[config.mk]
export PLATFORM = sky130hd
export DESIGN_NAME = mux_rr_arbiter_flat
export DESIGN_NICKNAME = d
export VERILOG_FILES = /design/src/rtl/mux_rr_arbiter_pkg.sv /design/src/rtl/mux_rr_arbiter_if.sv /design/src/rtl/mux_rr_arbiter_pick.sv /design/src/rtl/mux_rr_arbiter.sv /design/src/flat_wrapper.sv
export SDC_FILE = /design/constraint.sdc
export NUM_CORES = 1
export LEC_CHECK = 0
export BUFFER_PORTS_ARGS = -buffer_cell sky130_fd_sc_hd__buf_2
export CAP_MARGIN = 20
export CORE_AREA = 2 2 56 48
export DETAILED_ROUTE_END_ITERATION = 12
export DIE_AREA = 0 0 58 50
export GPL_ROUTABILITY_DRIVEN = 0
export PLACE_DENSITY = 0.76
export SYNTH_ARGS = -nofsm -noshare
export SYNTH_HDL_FRONTEND = slang
export SYNTH_SLANG_ARGS = --single-unit
[constraint.sdc]
create_clock -name clk -period 2.36 [get_ports clk]
set_input_delay 0.354 -clock clk [delete_from_list [all_inputs] [get_ports clk]]
set_output_delay 0.354 -clock clk [all_outputs]
set_load 0.01 [all_outputs]
[src/rtl/mux_rr_arbiter_pkg.sv]
// Shared types and helpers for the 4-requester round-robin mux arbiter.
package mux_arb_pkg;

   localparam int NUM_REQ = 4;

   typedef logic [1:0] req_idx_t;

   typedef enum logic {
      IDLE  = 1'b0,
      GRANT = 1'b1
   } arb_state_t;

   function automatic logic [NUM_REQ-1:0] idx2onehot(input req_idx_t idx);
      idx2onehot = 4'b0001 << idx;
   endfunction

endpackage

[src/rtl/mux_rr_arbiter_if.sv]
// Requester, grant/select and output-stage signals of the mux arbiter.
interface mux_rr_arbiter_if #(
   parameter int WIDTH = 4
);
   logic             req_a, req_b, req_c, req_d;
   logic [WIDTH-1:0] in_a, in_b, in_c, in_d;
   logic             gnt_a, gnt_b, gnt_c, gnt_d;
   logic             sel_a, sel_b, sel_c, sel_d;
   logic [WIDTH-1:0] out;
   logic             out_valid;
   logic             out_ready;

   modport master (
      output req_a, req_b, req_c, req_d,
      output in_a, in_b, in_c, in_d,
      output out_ready,
      input  gnt_a, gnt_b, gnt_c, gnt_d,
      input  sel_a, sel_b, sel_c, sel_d,
      input  out, out_valid
   );

   modport slave (
      input  req_a, req_b, req_c, req_d,
      input  in_a, in_b, in_c, in_d,
      input  out_ready,
      output gnt_a, gnt_b, gnt_c, gnt_d,
      output sel_a, sel_b, sel_c, sel_d,
      output out, out_valid
   );
endinterface

[src/rtl/mux_rr_arbiter_pick.sv]
// Combinational round-robin picker: first asserted, non-excluded request
// searching upward from the slot after the last winner, wrapping d->a.
module mux_rr_pick
   import mux_arb_pkg::*;
(
   input  logic [NUM_REQ-1:0] i_req,
   input  req_idx_t           i_last,
   input  logic [NUM_REQ-1:0] i_excl,
   output logic               o_found,
   output req_idx_t           o_idx
);

   // Offset NUM_REQ wraps back onto the last winner itself, giving it lowest priority.
   always_comb begin
      o_found = 1'b0;
      o_idx   = 2'd0;
      for (int k = 1; k <= NUM_REQ; k++) begin
         if (!o_found && i_req[i_last + req_idx_t'(k)] && !i_excl[i_last + req_idx_t'(k)]) begin
            o_found = 1'b1;
            o_idx   = i_last + req_idx_t'(k);
         end else begin
            o_found = o_found;
         end
      end
   end

endmodule

[src/rtl/mux_rr_arbiter.sv]
// Round-robin arbiter with hold-limited grant tenure, one-hot mux select
// and a single registered output stage with valid/ready backpressure.
module mux_rr_arbiter
   import mux_arb_pkg::*;
#(
   parameter int WIDTH    = 4,
   parameter int MAX_HOLD = 4
) (
   input  logic           clk,
   input  logic           rst,
   mux_rr_arbiter_if.slave bus
);

   localparam int            HW         = $clog2(MAX_HOLD + 1);
   localparam logic [HW-1:0] HOLD_LIMIT = HW'(MAX_HOLD);

   arb_state_t         r_state, w_state_nxt;
   req_idx_t           r_idx, w_idx_nxt;
   req_idx_t           r_last, w_last_nxt;
   logic [HW-1:0]      r_hold, w_hold_nxt;
   logic [NUM_REQ-1:0] r_gnt;
   logic [WIDTH-1:0]   r_out;
   logic               r_out_valid;

   logic [NUM_REQ-1:0] w_req;
   logic [NUM_REQ-1:0] w_excl;
   logic               w_gnt_req, w_accept, w_release, w_found;
   logic [HW-1:0]      w_hold_inc;
   req_idx_t           w_pick_idx;
   logic [WIDTH-1:0]   w_data;

   assign w_req      = {bus.req_d, bus.req_c, bus.req_b, bus.req_a};
   assign w_gnt_req  = w_req[r_idx];
   assign w_accept   = (r_state == GRANT) && w_gnt_req && (!r_out_valid || bus.out_ready);
   assign w_hold_inc = r_hold + HW'(1);
   // A dropped request wins over a simultaneous hold expiry: no accept can occur then.
   assign w_release  = (r_state == GRANT) && (!w_gnt_req || (w_accept && (w_hold_inc == HOLD_LIMIT)));
   assign w_excl     = (r_state == GRANT) ? idx2onehot(r_idx) : 4'b0000;

   mux_rr_pick u_pick (
      .i_req   (w_req),
      .i_last  (r_last),
      .i_excl  (w_excl),
      .o_found (w_found),
      .o_idx   (w_pick_idx)
   );

   // Data mux driven by the currently granted index.
   always_comb begin
      w_data = '0;
      case (r_idx)
         2'd0:    w_data = bus.in_a;
         2'd1:    w_data = bus.in_b;
         2'd2:    w_data = bus.in_c;
         2'd3:    w_data = bus.in_d;
         default: w_data = '0;
      endcase
   end

   // Next state, granted index, last winner and hold count.
   always_comb begin
      w_state_nxt = r_state;
      w_idx_nxt   = r_idx;
      w_last_nxt  = r_last;
      w_hold_nxt  = r_hold;
      case (r_state)
         IDLE: begin
            if (w_found) begin
               w_state_nxt = GRANT;
               w_idx_nxt   = w_pick_idx;
               w_last_nxt  = w_pick_idx;
               w_hold_nxt  = '0;
            end else begin
               w_state_nxt = IDLE;
            end
         end
         GRANT: begin
            if (w_release) begin
               w_hold_nxt = '0;
               if (w_found) begin
                  w_idx_nxt  = w_pick_idx;
                  w_last_nxt = w_pick_idx;
               end else if (w_gnt_req) begin
                  w_state_nxt = GRANT;
               end else begin
                  w_state_nxt = IDLE;
               end
            end else if (w_accept) begin
               w_hold_nxt = w_hold_inc;
            end else begin
               w_hold_nxt = r_hold;
            end
         end
         default: begin
            w_state_nxt = IDLE;
            w_hold_nxt  = '0;
         end
      endcase
   end

   // State, grant and output-stage registers.
   always_ff @(posedge clk) begin
      if (rst) begin
         r_state     <= IDLE;
         r_idx       <= 2'd0;
         r_last      <= 2'd3;
         r_hold      <= '0;
         r_gnt       <= 4'b0000;
         r_out       <= '0;
         r_out_valid <= 1'b0;
      end else begin
         r_state <= w_state_nxt;
         r_idx   <= w_idx_nxt;
         r_last  <= w_last_nxt;
         r_hold  <= w_hold_nxt;
         r_gnt   <= (w_state_nxt == GRANT) ? idx2onehot(w_idx_nxt) : 4'b0000;
         if (w_accept) begin
            r_out       <= w_data;
            r_out_valid <= 1'b1;
         end else if (r_out_valid && bus.out_ready) begin
            r_out_valid <= 1'b0;
         end else begin
            r_out_valid <= r_out_valid;
         end
      end
   end

   assign {bus.gnt_d, bus.gnt_c, bus.gnt_b, bus.gnt_a} = r_gnt;
   assign {bus.sel_d, bus.sel_c, bus.sel_b, bus.sel_a} = r_gnt;
   assign bus.out       = r_out;
   assign bus.out_valid = r_out_valid;

endmodule
[src/flat_wrapper.sv]
// flat-port wrapper written by rule: the top's interface ports become plain ports
module mux_rr_arbiter_flat import mux_arb_pkg::*;
#(
   parameter int WIDTH    = 4,
   parameter int MAX_HOLD = 4
)
  (clk, rst, bus_req_a, bus_req_b, bus_req_c, bus_req_d, bus_in_a, bus_in_b, bus_in_c, bus_in_d, bus_out_ready, bus_gnt_a, bus_gnt_b, bus_gnt_c, bus_gnt_d, bus_sel_a, bus_sel_b, bus_sel_c, bus_sel_d, bus_out, bus_out_valid);
  mux_rr_arbiter_if #(.WIDTH(WIDTH)) bus_i ();
  input  logic clk;
  input  logic rst;
  input wire logic [$bits(bus_i.req_a)-1:0] bus_req_a;
  input wire logic [$bits(bus_i.req_b)-1:0] bus_req_b;
  input wire logic [$bits(bus_i.req_c)-1:0] bus_req_c;
  input wire logic [$bits(bus_i.req_d)-1:0] bus_req_d;
  input wire logic [$bits(bus_i.in_a)-1:0] bus_in_a;
  input wire logic [$bits(bus_i.in_b)-1:0] bus_in_b;
  input wire logic [$bits(bus_i.in_c)-1:0] bus_in_c;
  input wire logic [$bits(bus_i.in_d)-1:0] bus_in_d;
  input wire logic [$bits(bus_i.out_ready)-1:0] bus_out_ready;
  output wire logic [$bits(bus_i.gnt_a)-1:0] bus_gnt_a;
  output wire logic [$bits(bus_i.gnt_b)-1:0] bus_gnt_b;
  output wire logic [$bits(bus_i.gnt_c)-1:0] bus_gnt_c;
  output wire logic [$bits(bus_i.gnt_d)-1:0] bus_gnt_d;
  output wire logic [$bits(bus_i.sel_a)-1:0] bus_sel_a;
  output wire logic [$bits(bus_i.sel_b)-1:0] bus_sel_b;
  output wire logic [$bits(bus_i.sel_c)-1:0] bus_sel_c;
  output wire logic [$bits(bus_i.sel_d)-1:0] bus_sel_d;
  output wire logic [$bits(bus_i.out)-1:0] bus_out;
  output wire logic [$bits(bus_i.out_valid)-1:0] bus_out_valid;
  assign bus_i.req_a = bus_req_a;
  assign bus_i.req_b = bus_req_b;
  assign bus_i.req_c = bus_req_c;
  assign bus_i.req_d = bus_req_d;
  assign bus_i.in_a = bus_in_a;
  assign bus_i.in_b = bus_in_b;
  assign bus_i.in_c = bus_in_c;
  assign bus_i.in_d = bus_in_d;
  assign bus_i.out_ready = bus_out_ready;
  assign bus_gnt_a = bus_i.gnt_a;
  assign bus_gnt_b = bus_i.gnt_b;
  assign bus_gnt_c = bus_i.gnt_c;
  assign bus_gnt_d = bus_i.gnt_d;
  assign bus_sel_a = bus_i.sel_a;
  assign bus_sel_b = bus_i.sel_b;
  assign bus_sel_c = bus_i.sel_c;
  assign bus_sel_d = bus_i.sel_d;
  assign bus_out = bus_i.out;
  assign bus_out_valid = bus_i.out_valid;
  mux_rr_arbiter #(.WIDTH(WIDTH), .MAX_HOLD(MAX_HOLD)) u_core (.clk(clk), .rst(rst), .bus(bus_i));
endmodule
==> results.md, run 1 <==
* Final Hold Vio Count at 0
* Final net count at 174
* Post-Route Setup TNS at 0 ns
* Initial DRC count at 43
* Grt total ovfl at 0
* Largest area contributor in the netlist: dfxtp_1
* Slowest stage cell, crit path: dfxtp_1
* HP Class: in -> reg
* Ys flop type: dfxtp_1
* Non-Filler Instances at 175
* Row count at 16
* Net Sw Power at approximately 370 µW
* Post-CTS sizing at 0
* Post-DP HPWL at about 2000 µm
* First-pass GRT wire length at ~4300 µm
* Placed Area at 1260 µm²
* Arr. time, crit path at 2.11 ns
* Final Cycle Share at 81.0%
* Worst-path maximum fanout at 10
* Post-route ant nets at 0
* Residual DRC at 0
* CP Data Required Time at 2.55 ns
* Largest net degree at the start of global routing at 14
* Post-CTS setup repair buffer count at 0
* Gate count after technology mapping at 119
* Rel. slew slack at a little over two thirds
* Clk buf depth at 2
* Via count at 1,024
* Post-Syn Area at 1110 µm²
* Sinks on Clock Net at 17
* Cells after DPL at 171
* Final Critical Period at 1.91 ns
* Hold Slack at 0.384 ns
* Critical Path End Type: register
* # Max-Cap Violations at 0
* Pwr dens at 754 nW/µm²
* Gr usage total at 19.9%
* Count leader, synth: dfxtp_1
* Iteration count of the initial detailed-routing pass at 5
* Max stage delay on crit path at between 0.5 and 0.6 ns
* Final Cell Area at 1290 µm²
* CTS tree: yes
* Synthesized area per cell at 9.34 µm²
* Syn Nets at 144
* Clock transition at path regs at 0.10 ns
* Final wirelength at between 2000 and 3000 µm
* Startpoint types: register
* Status: completed
* Die ar. at 2900 µm²
* Synthesized flop and latch total at 17
* Pre-CTS setup slack at 0.501 ns
* Power Internal at 603 µW
* Final total power at 969 µW
* Setup violators final at 0
* Seq pwr share at roughly 40%
* Area share of the largest cell type after synthesis at 30.6%
* Slew @ Worst Pin at 0.448 ns
* Post-synth top cells: dfxtp_1, nand2_1, nor2_1, a21oi_1, mux2i_1
* Fmax at 0.523 GHz
* Switching share of power at 37.8%
* YS warnings at 0
* Reg2reg setup slack at 0.45 ns
* Port bufs at 35
* Post-synth EDFFs at 0
* Unrepaired setup endpoints after global routing: no
* Post-synth cell types at 44
* CTS Hold Bufs at 0
* Utilization of the core after routing at 55.4%
* CTS HTree Levels at 1
* Vias in the first global route at 944
* Ant diodes at 0
* CTS Root Cell: clkbuf_4
* Core Footprint at around 2300 µm²
* Leak at 0.535 nW
* Clock skew at 0.00397 ns
* Vias per cell at 5.85
* Worst-Skew Late Latency at ~0.30 ns
* Asr flop ratio synth at 0%
* Max VDD drop at 0.408 mV
* Critical setup path kind: reg -> reg
* Die Span Y at 50 µm
* Combinational share of power at 43.4%
* TritonCTS buffer count at 3
* Initial antenna violation count at 0
* Routed len/inst at 15.0 µm
* CP cell instances: mux2i_1 -> a31oi_4 -> o22ai_1 -> a21oi_1 -> a221o_1
* Sequential fraction of the synthesis area at 30.6%
* Main area contributors after synthesis: dfxtp_1, mux4_2, mux2i_1, nand2_1, a31oi_4
* Initial Util at between 40 and 50%
* Worst setup margin at between 0.4 and 0.5 ns
* Share of cells above drive strength 1 at 34.5%
* I/O pin total at 36
* Area growth syn-to-layout at 15.8%
* Die width at 58 µm
* Slew Viols, Final at 0
* Clock power frac at 16.5%
==> layout make-up <==
class	instances	area (µm²)
timing repair buffer	37	190
multi-input combinational	88	688
sequential	17	340
tap	27	33.8
clock buffer	4	26.3
inverter	2	7.51
fill	203	1040
==> layout by cell type (no fill, tap or decap), types with 3 or more instances in the layout <==
master | Yosys | final
buf_2 | 1 | 35
dfxtp_1 | 17 | 17
nand2_1 | 13 | 13
nor2_1 | 10 | 10
a21oi_1 | 8 | 8
mux2i_1 | 7 | 7
mux4_2 | 4 | 4
o22ai_1 | 3 | 3
and2_1 | 3 | 3
clkbuf_4 | 0 | 3
==> worst paths after layout <==
path / from / to / depth (start not counted)
worst max register to register: u_core.r_idx[0]$_SDFF_PP0_ / u_core.r_last[0]$_SDFFE_PP1P_ / 5
worst min register to register: u_core.r_hold[2]$_SDFFE_PP0P_ / u_core.r_hold[2]$_SDFFE_PP0P_ / 2
worst max-delay path: u_core.r_idx[0]$_SDFF_PP0_ / u_core.r_last[0]$_SDFFE_PP1P_ / 5
worst min-delay path: rst / u_core.bus.out[2]$_SDFFE_PP0P_ / 2
==> state kept, by name, summed over array words and instances (netlist names) <==
name                  flops
u_core.bus.out            4
u_core.bus.out_valid      1
u_core.r_gnt              4
u_core.r_hold             3
u_core.r_idx              2
u_core.r_last             2
u_core.r_state            1
==> kinds of logic (layout without fill, tap and decap cells) <==
logic type               after synthesis  in the layout  share of synthesized area [%]
AO/OA/AOI/OAI                         33             33                           24.9
adder cells (fa/ha/maj)                2              2                           2.25
buffers and inverters                 14             43                           7.43
flip-flops                            17             17                           30.6
multiplexers                          12             12                           15.4
AND/OR/NAND/NOR                       41             41                           19.4
==> metal layers <==
| metal | GRT usage [%] | vias up | wire [µm] |
|---|---|---|---|
| met5 | 0 | - | 0 |
| met4 | 9.30 | 0 | 52 |
| met3 | 4.46 | 4 | 207 |
| met2 | 32.4 | 53 | 1230 |
| met1 | 24.8 | 464 | 1140 |
| li1 | - | 503 | - |
==> power by group through the flow <==
stage	Clock (mW)	Sequential, mW	Combinational (mW)
4_1_cts	0.161	0.387	0.419
5_1_grt	0.177	0.395	0.459
3_5_place_dp	0	0.392	0.413
3_3_place_gp	0	0.390	0.406
6_report	0.160	0.389	0.421
2_1_floorplan	0	0.382	0.336
==> worst max-delay path, delay by kind of cell, from the launching register on <==
| kind | cells | cell delay (ns) |
|---|---|---|
| multiplexers | 1 | 0.32 |
| flip-flops | 1 | 0.56 |
| AO/OA/AOI/OAI | 4 | 0.92 |
Power figures use the tool's default switching activity.
==> inputs of run 2 (changes only) <==
--- a/config.mk
+++ b/config.mk
@@ -5,13 +5,14 @@
 export SDC_FILE = /design/constraint.sdc
 export NUM_CORES = 1
 export LEC_CHECK = 0
+export ABC_AREA = 1
 export BUFFER_PORTS_ARGS = -buffer_cell sky130_fd_sc_hd__buf_2
 export CAP_MARGIN = 20
-export CORE_AREA = 2 2 56 48
+export CORE_AREA = 2 2 57 48
 export DETAILED_ROUTE_END_ITERATION = 12
-export DIE_AREA = 0 0 58 50
+export DIE_AREA = 0 0 59 50
 export GPL_ROUTABILITY_DRIVEN = 0
-export PLACE_DENSITY = 0.76
+export PLACE_DENSITY = 0.75
 export SYNTH_ARGS = -nofsm -noshare
 export SYNTH_HDL_FRONTEND = slang
 export SYNTH_SLANG_ARGS = --single-unit
==> constraint.sdc (replaced) <==
create_clock -name clk -period 1.8 [get_ports clk]
set_input_delay 0.27 -clock clk [delete_from_list [all_inputs] [get_ports clk]]
set_output_delay 0.27 -clock clk [all_outputs]
set_load 0.01 [all_outputs]
==> run 2 against run 1 <==
Net effect:
- core utilization rose by 13 points
- combinational power rose to 4.6 times the previous value
- critical endpoint is now u_core.r_hold[0]$_SDFFE_PP0P_
- total power rose to 2.9 times the previous value
==> results.md, run 2 <==
* Status: completed
* Hold Slack at 0.220 ns (-0.165 ns)
* Most used cells in the layout excluding fill and tap cells: nand2_1, buf_2, nor2_1, nand2_2, inv_1
* Post-synth cell types at 25 (-43%)
* Core Footprint at 2360 µm² (+1.7%)
* Final Hold Vio Count at 0 (unchanged)
* Leak at 0.855 nW (+60%)
* Synthesized flop and latch total at 17 (unchanged)
* Fmax at 0.573 GHz (+9.6%)
* Main area contributors after synthesis: dfxtp_1, nand2_1, nor2_1, nand3_1, inv_1
* Critical R2R Launch: u_core.r_idx[0]$_SDFF_PP0_
* Area share of the largest cell type after synthesis at 30.2% (-0.41 points)
* Clock transition at path regs at 0.10 ns (about the same)
* Vias in the first global route at 1,106 (+17%)
* Pre-CTS setup slack at -0.0202 ns (-0.521 ns)
* Post-synth top cells: nand2_1, nor2_1, inv_1, dfxtp_1, nand3_1
* Port bufs at 35 (unchanged)
* Grt total ovfl at 0 (unchanged)
* Gate count after technology mapping at 179 (+50%)
* Post-Syn Area at 1130 µm² (+1.4%)
* I/O pin total at 36 (unchanged)
* Final Critical Period at 1.75 ns (-0.167 ns)
* Gr usage total at 18.8% (-1.1 points)
* Setup violators final at 0 (unchanged)
* Count leader, synth: nand2_1
* Worst-Skew Late Latency at 0.29 ns (about the same)
* Area growth syn-to-layout at 42.6%
* Routed len/inst at 12.1 µm (-19%)
* Ant diodes at 0 (unchanged)
* Syn Nets at 204 (+42%)
* Residual DRC at 0 (unchanged)
* Synthesized area per cell at 6.29 µm² (-33%)
* Met3 routed wirelength at 213 µm (+2.9%)
* Die ar. at 2950 µm² (+1.7%)
* Synth Area in Simple Gates at 41.1% (+22 points)
* Final wirelength at 3060 µm (+16%)
* Synth Area in Compound Gates at 14.7% (-10 points)
* Initial antenna violation count at 0 (unchanged)
* CP Data Required Time at 1.99 ns (-0.56 ns)
* Post-synth EDFFs at 0 (unchanged)
* Cells after DPL at 241 (+41%)
* Initial Util at 47.7% (-0.18 points)
* Max VDD drop at 0.780 mV (+91%)
* Via count at 1,327 (+30%)
* Critical setup path kind: reg -> reg
* CTS Root Cell: clkbuf_4
* Unrepaired setup endpoints after global routing: yes
* Placed Area at 1350 µm² (+6.9%)
* # Max-Cap Violations at 0 (unchanged)
* Post-Synth Adder-Cell Area at 2.22% (-0.030 points)
* Sequential fraction of the synthesis area at 30.2% (-0.41 points)
* CTS HTree Levels at 1 (unchanged)
* Vias per cell at 5.27 (-10%)
* Share of cells above drive strength 1 at 47.6% (+13 points)
* Arr. time, crit path at 1.94 ns (-0.17 ns)
* Final net count at 251 (+44%)
* Critical Path End Type: register
* Final total power at 2.76 mW (+190%)
* Largest net degree at the start of global routing at 10 (-4)
* TritonCTS buffer count at 3 (unchanged)
* Non-Filler Instances at 252 (+44%)
* Asr flop ratio synth at 0% (unchanged)
* Post-Synth XOR/XNOR Area at 0% (unchanged)
* Largest area contributor in the netlist: dfxtp_1
* Final Cycle Share at 96.9% (+16 points)
* Post-route met1 wirelength at 1310 µm (+14%)
* CTS tree: yes
* Initial DRC count at 27 (-37%)
* Main combinational cell family by area after synthesis: simple AND/OR/NAND/NOR gates
* Die width at 59 µm (+1.7%)
* Worst setup margin at 0.0549 ns (-0.393 ns)
* Clock skew at 0.00579 ns (+0.00182 ns)
* Most common cell after layout, fill and taps aside: nand2_1
* Slew @ Worst Pin at 0.305 ns (-0.144 ns)
* Uppermost layer routed: met4
* Hold path startpoint: rst
* Die Span Y at 50 µm (unchanged)
* CP startpoint: u_core.r_idx[0]$_SDFF_PP0_
* Pwr dens at 1720 nW/µm² (+130%)
* Rel. slew slack at 79.6% (+9.6 points)
* Clk buf depth at 2 (unchanged)
* Post-DP HPWL at 2030 µm (+4.3%)
* Met2 wire len at 1510 µm (+23%)
* Multiplexer share of the synthesized area at 0% (-15 points)
* Startpoint types: register
* Worst-path maximum fanout at 6 (-4)
* HP Class: in -> reg
* Post-route ant nets at 0 (unchanged)
* YS warnings at 0 (unchanged)
* Sinks on Clock Net at 17 (unchanged)
* First-pass GRT wire length at 4390 µm (+1.6%)
* Iteration count of the initial detailed-routing pass at 5 (unchanged)
* Slew Viols, Final at 0 (unchanged)
* Ys flop type: dfxtp_1
* Final Cell Area at 1610 µm² (+25%)
* Row count at 16 (unchanged)
## run 2: logic make-up after synthesis
logic type | Yosys count
buffers and inverters | 28
AND/OR/NAND/NOR | 106
AO/OA/AOI/OAI | 26
flip-flops | 17
adder cells (fa/ha/maj) | 2
## run 2: layer usage
metal | vias to the layer above | GRT usage, %
li1 | 667 | -
met1 | 600 | 24.7
met2 | 56 | 31.7
met3 | 4 | 5.51
met4 | 0 | 1.14
met5 | - | 0
## run 2: worst max-delay path: stages (launching register included)
cell and delay, ns:
dfxtp_4 0.40, nor2_4 0.13, nand2_2 0.07, nand2_1 0.07, nand2_2 0.06, nand2_2 0.09
nand2_4 0.06, nor2_4 0.17, nand3b_4 0.12, or2_4 0.30, a21oi_1 0.13, nor2_1 0.05
## run 2: final cells by class
| cell class | count | area [µm²] |
|---|---|---|
| repair buffers | 49 | 310 |
| clock buffers | 4 | 26.3 |
| fillers | 202 | 757 |
| well taps | 27 | 33.8 |
| multi-input cells | 134 | 795 |
| flip-flops and latches | 17 | 354 |
| inverters | 21 | 86.3 |
## run 2: final timing paths
kind                                        end  slack, ns  cells past startpoint
setup / recovery  u_core.r_hold[0]$_SDFFE_PP0P_       0.05                     11
hold / removal       u_core.r_idx[1]$_SDFF_PP0_       0.22                      2
setup reg to reg  u_core.r_hold[0]$_SDFFE_PP0P_       0.05                     11
hold reg to reg   u_core.r_hold[2]$_SDFFE_PP0P_       0.48                      2
## run 2: stage by stage
step,util (%),TNS (ns)
2_1_floorplan,-,0
3_3_place_gp,57.0,0
3_5_place_dp,57.0,-0.0390
4_1_cts,58.6,0
5_1_grt,68.0,-0.203
6_report,68.0,0
## run 2: repair_timing
| item | CTS | global route |
|---|---|---|
| pin swaps | 0 | 22 |
| gates resized for setup | 3 | 52 |
| setup buffers | 1 | 5 |
| endpoints found under the setup margin | 2 | 11 |
| hold buffers | 0 | 0 |
| cloned | 0 | 1 |
## run 2: power breakdown
group,total (mW),internal (mW),switching (mW)
clock network,0.201,0.0861,0.114
registers,0.646,0.515,0.131
logic,1.92,0.815,1.10
total,2.76,1.42,1.35
==> inputs of run 3 (changes only) <==
--- a/config.mk
+++ b/config.mk
@@ -5,14 +5,14 @@
 export SDC_FILE = /design/constraint.sdc
 export NUM_CORES = 1
 export LEC_CHECK = 0
-export ABC_AREA = 1
 export BUFFER_PORTS_ARGS = -buffer_cell sky130_fd_sc_hd__buf_2
 export CAP_MARGIN = 20
-export CORE_AREA = 2 2 57 48
+export CORE_AREA = 2 2 56 48
+export CTS_CLUSTER_DIAMETER = 100
 export DETAILED_ROUTE_END_ITERATION = 12
-export DIE_AREA = 0 0 59 50
+export DIE_AREA = 0 0 58 50
 export GPL_ROUTABILITY_DRIVEN = 0
-export PLACE_DENSITY = 0.75
+export PLACE_DENSITY = 0.76
 export SYNTH_ARGS = -nofsm -noshare
 export SYNTH_HDL_FRONTEND = slang
 export SYNTH_SLANG_ARGS = --single-unit
==> run 3 against run 2 <==
Net effect:
- core utilization down 8.4 points
- clock power about the same
- combinational power down 67%
- register-to-register slack about the same
- sequential cell count unchanged
- cell count down 28%
- routed wire length down 14%
- total power down 51%
- non-clock buffer count down 5
- sequential power down 22%
- count of clock-buffer cells in the layout unchanged
- hold slack better by 0.10 ns
- critical endpoint is now u_core.r_gnt[3]$_SDFF_PP0_
==> results.md, run 3 (same netlist as run 1, synthesis figures left out) <==
* Status: completed
* Hold path startpoint: rst
* Clock transition at path regs at 0.10 ns (about the same)
* CP cell instances: buf_4 -> a21boi_0 -> o22ai_1 -> a21o_1 -> a31o_2 -> o32ai_1
* Final net count at 181 (-28%)
* Worst-Skew Late Latency at 0.28 ns (about the same)
* Vias in the first global route at 956 (-14%)
* WHS Path Cells at 2 (unchanged)
* Post-route ant nets at 0 (unchanged)
* Pre-CTS setup slack at 0.0170 ns (+0.0372 ns)
* Clk buf depth at 2 (unchanged)
* Worst setup margin at 0.0574 ns (+0.00241 ns)
* TritonCTS buffer count at 3 (unchanged)
* Critical R2R Launch: u_core.r_idx[0]$_SDFF_PP0_
* Slowest stage cell, crit path: dfxtp_4
* Clock skew at 0.000677 ns (-0.00511 ns)
* Critical Path End Type: register
* CP startpoint: u_core.r_idx[0]$_SDFF_PP0_
* Core Footprint at 2320 µm² (-1.7%)
* Leak at 0.570 nW (-33%)
* Initial DRC count at 22 (-19%)
* Rel. slew slack at 76.6% (-3.1 points)
* Final Cycle Share at 96.8% (-0.13 points)
* Share of cells above drive strength 1 at 42.6% (-5.0 points)
* Final Critical Period at 1.74 ns (-0.00241 ns)
* Final Hold Vio Count at 0 (unchanged)
* Residual DRC at 0 (unchanged)
* Gr usage total at 18.8% (about the same)
* Area growth syn-to-layout at 24.5%
* Initial antenna violation count at 0 (unchanged)
* Slew @ Worst Pin at 0.352 ns (+0.0469 ns)
* Via count at 1,066 (-20%)
* Post-CTS setup repair buffer count at 0 (-1)
* Utilization of the core after routing at 59.6% (-8.4 points)
* Slew Viols, Final at 0 (unchanged)
* Post-DP HPWL at 2000 µm (-1.9%)
* Routed len/inst at 14.5 µm (+19%)
* Cell count along the critical path at 6 (-5)
* Die width at 58 µm (-1.7%)
* I/O pin total at 36 (unchanged)
* Die ar. at 2900 µm² (-1.7%)
* CP Data Required Time at 2.00 ns (about the same)
* Die Span Y at 50 µm (unchanged)
* Ant diodes at 0 (unchanged)
* CTS Root Cell: clkbuf_4
* Initial Util at 47.8% (+0.18 points)
* Max VDD drop at 0.595 mV (-24%)
* Final wirelength at 2640 µm (-14%)
* First-pass GRT wire length at 4240 µm (-3.5%)
* Grt total ovfl at 0 (unchanged)
* Critical setup path kind: reg -> reg
* Vias per cell at 5.86 (+11%)
* Startpoint types: register
* Worst-path maximum fanout at 14 (+8)
* Iteration count of the initial detailed-routing pass at 4 (-1)
* Final total power at 1.34 mW (-51%)
* CTS tree: yes
* Setup violators final at 0 (unchanged)
* Largest net degree at the start of global routing at 15 (+5)
* Pwr dens at 968 nW/µm² (-44%)
* Fmax at 0.574 GHz (+0.14%)
* Family with the most delay on the worst path: compound AO/OA/AOI/OAI gates
* Row count at 16 (unchanged)
* Sinks on Clock Net at 17 (unchanged)
* Unrepaired setup endpoints after global routing: yes
* Arr. time, crit path at 1.94 ns (about the same)
* Port bufs at 35 (unchanged)
* R2R depth at 6 (-5)
* Most common cell after layout, fill and taps aside: buf_2
* Most used cells in the layout excluding fill and tap cells: buf_2, dfxtp_1, nand2_1, nor2_1, buf_4
* # Max-Cap Violations at 0 (unchanged)
* CTS HTree Levels at 1 (unchanged)
* Post-Route Setup TNS at 0 ns (unchanged)
* Max stage delay on crit path at 0.38 ns (-0.02 ns)
* HP Class: in -> reg
* Buf/Inv on CP at 1 (+1)
[run 3: cell count changes in the layout (fill, tap and decap cells not counted), moves of 4 or more]
cell,change
inv_1,-11
inv_2,-5
mux2i_1,+7
mux4_2,+4
nand2_1,-24
nand2_2,-18
nand2_4,-4
nand3_1,-6
nand3_2,-5
nor2_1,-10
nor2_2,-4
[run 3: routing by layer]
layer / routed length, µm / GRT usage (%)
met5: 0 / 0
met2: 1280 / 31.4
met1: 1130 / 24.6
met4: 16 / 5.81
met3: 210 / 3.15
[run 3: worst register-to-register path: cells and delay by family, from the launching register on]
| kind | cells | cell delay (ns) |
|---|---|---|
| AO/OA/AOI/OAI | 5 | 1.07 |
| flip-flops | 1 | 0.38 |
| buffers and inverters | 1 | 0.20 |
[run 3: per-stage QoR]
stage | hold WS (ns) | cells | cell area (µm²)
global placement | 0.438 | 178 | 1310
CTS | 0.304 | 182 | 1340
finish | 0.320 | 182 | 1380
global route | 0.320 | 182 | 1380
detailed placement | 0.450 | 178 | 1310
floorplan | 0.366 | 119 | 1110
[run 3: report_power, final]
part	total, mW	internal [mW]	leakage [nW]	switching, mW
combinational	0.637	0.317	0.414	0.320
clock	0.201	0.0860	0.0150	0.115
sequential	0.502	0.445	0.141	0.0575
[run 3: layout make-up]
class	count	area, µm²
fill	205	938
multi-input combinational	88	724
tap	27	33.8
clock buffer	4	26.3
inverter	2	7.51
timing repair buffer	44	243
sequential	17	349
[run 3: final timing paths]
kind | slack (ns) | end
worst max-delay path | 0.06 | u_core.r_gnt[3]$_SDFF_PP0_
worst min-delay path | 0.32 | u_core.bus.out[2]$_SDFFE_PP0P_
worst max register to register | 0.06 | u_core.r_gnt[3]$_SDFF_PP0_
worst min register to register | 0.46 | u_core.r_hold[2]$_SDFFE_PP0P_
[run 3: repair_timing]
action	4_1_cts	5_1_grt
pin swaps	0	2
cloned	0	0
hold buffers	0	0
endpoints found under the setup margin	1	8
resized for setup	1	11
